[config.mk]
export PLATFORM = sky130hd
export DESIGN_NAME = fetch_unit
export DESIGN_NICKNAME = d
export VERILOG_FILES = /design/src/rtl/fetch_unit.sv
export SDC_FILE = /design/constraint.sdc
export NUM_CORES = 1
export LEC_CHECK = 0
export CAP_MARGIN = 40
export CORE_MARGIN = 3
export CORE_UTILIZATION = 60
export CTS_BUF_LIST = sky130_fd_sc_hd__clkbuf_8
export DETAILED_ROUTE_END_ITERATION = 8
export HOLD_SLACK_MARGIN = 0.15
export PLACE_DENSITY = 0.86
export SLEW_MARGIN = 20
export SYNTH_ARGS = -nofsm -noshare
export SYNTH_HDL_FRONTEND = slang
export SYNTH_SLANG_ARGS = --single-unit
[constraint.sdc]
create_clock -name clk -period 7.19 [get_ports clk]
set_input_delay 1.7975 -clock clk [delete_from_list [all_inputs] [get_ports clk]]
set_output_delay 1.7975 -clock clk [all_outputs]
set_load 0.01 [all_outputs]
[src/rtl/fetch_unit.sv]
// fetch_unit: instruction-fetch front end for the mips32 pipeline.
// Owns the fetch PC, drives a synchronous instruction memory and presents
// instruction / PC+1 pairs to IF/ID. A one-entry skid buffer hides the
// one-cycle memory latency so hazard stalls never lose or repeat a word.
//
// Ports:
//   clk        rising-edge clock
//   rst        synchronous reset, active-high
//   stall      consumer does not accept the output this cycle
//   redirect   taken branch/jump resolved in ID (dominates stall)
//   redirectPc target word address, valid when redirect=1
//   imemAddr   address to synchronous instruction memory
//   imemData   memory data, valid the cycle after imemAddr
//   instOut    instruction to IF/ID (0 when valid=0)
//   pcOut      address of instOut plus 1 (0 when valid=0)
//   valid      instOut/pcOut carry a real instruction
module fetch_unit #(
  parameter int          ADDR_W   = 8,
  parameter logic [31:0] RESET_PC = 32'h00000000
) (
  input  logic              clk,
  input  logic              rst,
  input  logic              stall,
  input  logic              redirect,
  input  logic [31:0]       redirectPc,
  output logic [ADDR_W-1:0] imemAddr,
  input  logic [31:0]       imemData,
  output logic [31:0]       instOut,
  output logic [31:0]       pcOut,
  output logic              valid
);

  logic [31:0] fpc_q, fpc_d;
  logic        inflight_q, inflight_d;
  logic [31:0] inflight_pc_q, inflight_pc_d;
  logic        skid_full_q, skid_full_d;
  logic [31:0] skid_inst_q, skid_inst_d;
  logic [31:0] skid_pc_q, skid_pc_d;

  // A redirect issues its target in the same cycle, bypassing fpc.
  assign imemAddr = redirect ? redirectPc[ADDR_W-1:0] : fpc_q[ADDR_W-1:0];

  // Output select: skid buffer has priority over the in-flight memory word
  // because a full skid always holds the older instruction.
  always_comb begin
    valid   = 1'b0;
    instOut = '0;
    pcOut   = '0;
    if (!redirect) begin
      if (skid_full_q) begin
        valid   = 1'b1;
        instOut = skid_inst_q;
        pcOut   = skid_pc_q + 32'd1;
      end else if (inflight_q) begin
        valid   = 1'b1;
        instOut = imemData;
        pcOut   = inflight_pc_q + 32'd1;
      end
    end
  end

  always_comb begin
    fpc_d         = fpc_q;
    inflight_d    = inflight_q;
    inflight_pc_d = inflight_pc_q;
    skid_full_d   = skid_full_q;
    skid_inst_d   = skid_inst_q;
    skid_pc_d     = skid_pc_q;
    if (redirect) begin
      skid_full_d   = 1'b0;
      inflight_d    = 1'b1;
      inflight_pc_d = redirectPc;
      fpc_d         = redirectPc + 32'd1;
    end else if (stall) begin
      // Memory data is only valid for one cycle; park it in the skid.
      if (inflight_q && !skid_full_q) begin
        skid_inst_d = imemData;
        skid_pc_d   = inflight_pc_q;
        skid_full_d = 1'b1;
        inflight_d  = 1'b0;
      end
    end else begin
      skid_full_d   = 1'b0;
      inflight_d    = 1'b1;
      inflight_pc_d = fpc_q;
      fpc_d         = fpc_q + 32'd1;
    end
  end

  always_ff @(posedge clk) begin
    if (rst) begin
      fpc_q         <= RESET_PC;
      inflight_q    <= 1'b0;
      inflight_pc_q <= '0;
      skid_full_q   <= 1'b0;
      skid_inst_q   <= '0;
      skid_pc_q     <= '0;
    end else begin
      fpc_q         <= fpc_d;
      inflight_q    <= inflight_d;
      inflight_pc_q <= inflight_pc_d;
      skid_full_q   <= skid_full_d;
      skid_inst_q   <= skid_inst_d;
      skid_pc_q     <= skid_pc_d;
    end
  end

endmodule

## Word level (Yosys, flattened, before mapping)

Index checks and enable logic that the tools add are counted.

- Bits in registers: 130
- Logic and storage cells: 35

- Add/subtract/negate cells: 4
- Equality and inequality tests: 2
- Mux-type cells: 17
- Bitwise operators: 2
- Reduce and logical (&&, ||, !) cells: 4

Operators with widths:

| kind | number |
|---|---|
| $mux W32 | 10 |
| $add A32 B1 Y32 const B | 4 |
| $mux W8 | 1 |
| $mux W1 | 6 |
| $ne A3 B1 Y1 const B | 1 |
| $reduce_and A3 Y1 | 1 |
| $reduce_or A3 Y1 | 1 |
| $ne A2 B1 Y1 const B | 1 |
| $not A1 Y1 | 2 |
| $logic_and A1 B1 Y1 | 1 |
| $logic_not A1 Y1 | 1 |

## Longest topological paths before layout

- Depth after elaboration: 5
- Gate-level depth with buffers: 12

## Worst setup path before layout

OpenSTA, ideal clock, no wires.

- Kind: input -> output
- From: input redirect
- To: output instOut[23]
- Arrival time: 3.309 ns
- Required time: 5.392 ns
- Path slack: 2.083 ns
- Cell stages on the path: 8
- Cell sequence: buf_6 -> buf_4 -> buf_2 -> buf_2 -> buf_2 -> buf_2 -> buf_1 -> nor2_1

- Longest elaborated chain between the ends: 1

RTL lines:

| item | RTL line | source |
|---|---|---|
| start: declaration | 24 | `input logic redirect,` |
| $mux W32 | 49 | `if (!redirect) begin` |
| end: declaration | 28 | `output logic [31:0] instOut,` |

No other way between the ends.

## Worst setup path in the final report

- From: input redirect
- To: output pcOut[16]

- Longest elaborated chain between the ends: 1

RTL lines:

| item | RTL line | source |
|---|---|---|
| $mux W32 | 49 |  |
| end: declaration | 29 | `output logic [31:0] pcOut,` |

No other way between the ends.

==> impl_metrics.json <==
{
  "status": "finished clean",
  "wl_met1_microns": 9570,
  "relSlewSlack": 0.471,
  "top_layer_used": "met4",
  "max_freq_mhz": 185,
  "ant_nets": 0,
  "synthArstFlopShare": 0,
  "drt_iter0_markers": 979,
  "antenna_found_initial": 0,
  "post-cts-setup-buffers": 0,
  "floorplan.initialDensity": 0.624,
  "synth-seq-cells": 130,
  "synth_edf_count": 0,
  "critPathArrivalTime_ns": 3.61,
  "slew_viol_final": 0,
  "syn_inst": 1077,
  "drv_cap": 0,
  "cts-hold-fix-buffers": 0,
  "hold-path-cell-count": 2,
  "reg2reg_from": "fpc_q[1]",
  "cp_slowest_cell": "buf_4",
  "synth_cell_types": 55,
  "cellLeakagePower_nw": 3.41,
  "cts.clk_slew.worst_paths_ns": 0.07,
  "area_growth_pct": 21.8,
  "end_kind": "output port",
  "dpl-instance-area_sq_um": 9400,
  "drcViolationCount": 0,
  "clock_skew_ns": 0.00775,
  "vias": 8258,
  "crit_type": "input port to output port",
  "cts_inserted_buffers": 17,
  "r2r_slack_ns": 4.61,
  "ff2ff_path_depth": 7,
  "grt-ovfl-total": 0,
  "netlist_top_cells_count": "nand2_1 (188), nor2_1 (138), dfxtp_1 (130), a21oi_1 (96), xnor2_1 (62)",
  "cts_root_buf": "clkbuf_8",
  "crit_buf_inv": 4,
  "design_area_sq_um": 9780,
  "grt_pass1_vias": 7506,
  "cp_cell_sequence": "buf_4, inv_1, buf_4, nand2_1, o22ai_1, clkdlybuf4s50_1",
  "fp.dieW_microns": 122,
  "max_stage_delay_ns": 0.57,
  "ir_worst_vdd_mv": 0.155,
  "port_buffers": 140,
  "grt_usage": 0.306,
  "rsz0062_at_grt": "no",
  "grt_max_degree": 74,
  "crit_top_cell": "buf_4",
  "cp-start-kind": "input port",
  "setup_viol": 0,
  "die_y_microns": 122,
  "wl_met2_microns": 10600,
  "ys_seq_area_frac": 0.324,
  "synth_most_common_cell": "nand2_1",
  "yosys.area.top_type": "dfxtp_1",
  "fin_nets": 1238,
  "power.density_nw_per_um2": 172,
  "drive_above_1_share": 0.0602,
  "hold_viol_final": 0,
  "coreArea_sq_um": 12900,
  "synth_area_leaders": "dfxtp_1 (32%), nand2_1 (8.8%), xnor2_1 (6.8%)",
  "drtPass1Iterations": 6,
  "clk-insertion-delay-late_ns": 0.45,
  "critPathTopFamily": "buffers and inverters",
  "synth_top_area_share": 0.324,
  "ctsResizeCount": 0,
  "hp-start": "skid_inst_q[28]",
  "fin_crit_ns": 5.41,
  "hp-class": "register to register",
  "num_rows": 41,
  "routabilityCongestion": 0.899,
  "synth_area_sq_um": 8030,
  "n_antenna_cell": 0,
  "grt_pass1_wl_microns": 36800,
  "cts_sinks": 130,
  "r2r-end": "fpc_q[30]",
  "dr_wl_met3_microns": 1730,
  "whs_endpoint": "skid_inst_q[28]",
  "period_share": 0.752,
  "wl_microns": 22500,
  "routedWlPerCell_microns": 16.7,
  "cts_max_level": 4,
  "pin_count": 141,
  "yosys_warnings": 0,
  "syn_nets": 1148,
  "worstPathRequired_ns": 5.39,
  "cts.path.max_buffers": 2,
  "via_per_inst": 6.11,
  "worstMarginPinSlew_ns": 0.794,
  "synth_flop_cell": "dfxtp_1",
  "cts_tree": "built",
  "finalSetupTns_ns": 0,
  "hpwlAfterDp_microns": 15200,
  "syn_area_per_cell_sq_um": 7.46,
  "dieArea_sq_um": 14800,
  "critPathMaxFanout": 73,
  "holdWs_ns": 0.456
}
tightest hold or removal path: stages (launching register included):
cell     delay (ns)
dfxtp_1        0.31
nand2_1        0.05
a21oi_1        0.05
layout make-up:
class                      count  area (sq um)
multi-input combinational    853          5030
fill                        1029          3090
sequential                   130          2600
timing repair buffer         153          1510
clock buffer                  24           330
tap                          172           215
clock inverter                 7          56.3
inverter                      12          45.0
layout by cell type (no fill, tap or decap), types with 10 or more instances in the layout:
cell type	synthesis	layout
a211oi_1	27	27
a21oi_1	96	96
a22oi_1	59	59
and3_1	11	11
and4_1	14	14
buf_4	11	14
clkbuf_8	0	24
clkdlybuf4s50_1	0	138
dfxtp_1	130	129
inv_1	11	14
mux2i_1	27	27
nand2_1	188	187
nand3_1	51	51
nand3b_1	14	14
nand4_1	24	24
nor2_1	138	137
nor3_1	16	16
o21ai_0	13	13
o22ai_1	10	10
xnor2_1	62	62
xor2_1	37	37
sequential cells by signal, summed over array words and instances (netlist names):
| register | flops |
|---|---|
| skid_inst_q | 32 |
| skid_pc_q | 32 |
| skid_full_q | 1 |
| inflight_q | 1 |
| fpc_q | 32 |
| inflight_pc_q | 32 |
where the power goes:
group          total, mW  switching, mW  internal, mW
Sequential         0.798         0.0438         0.754
Clock              0.603          0.273         0.331
Combinational      0.279          0.148         0.130
kinds of logic after synthesis:
group | count (synthesis) | share of synthesized area
compound gates | 225 | 0.180
xor+xnor | 99 | 0.108
fa+ha+maj | 3 | 0.00467
buf+inv | 94 | 0.0526
flops | 130 | 0.324
mux | 33 | 0.0420
simple gates | 493 | 0.289
metal layers:
metal	GRT usage	vias up
met3	0.0706	55
met2	0.483	376
met4	0.109	0
li1	-	3956
met1	0.412	3871
met5	0	-
metrics by stage:
step                      total power, mW   util  std cells  setup WS [ns]
final                                1.68  0.760       1351           1.78
after floorplan                     0.969      -       1077           2.08
after detailed placement             1.09  0.730       1320           1.77
after CTS                            1.69  0.760       1351           1.76
after global placement               1.08  0.728       1319           1.83
after global routing                 1.76  0.760       1351           1.58
how the worst max path moves through the flow:
| stage | depth (start not counted) | end | from | slack [ns] |
|---|---|---|---|---|
| after floorplan | 8 | instOut[23] | redirect | 2.08 |
| after global placement | 6 | pcOut[26] | redirect | 1.83 |
| after detailed placement | 6 | pcOut[16] | redirect | 1.77 |
| after CTS | 6 | pcOut[16] | redirect | 1.76 |
| after global routing | 6 | pcOut[16] | redirect | 1.58 |
| final | 6 | pcOut[16] | redirect | 1.78 |
Power figures use the tool's default switching activity.
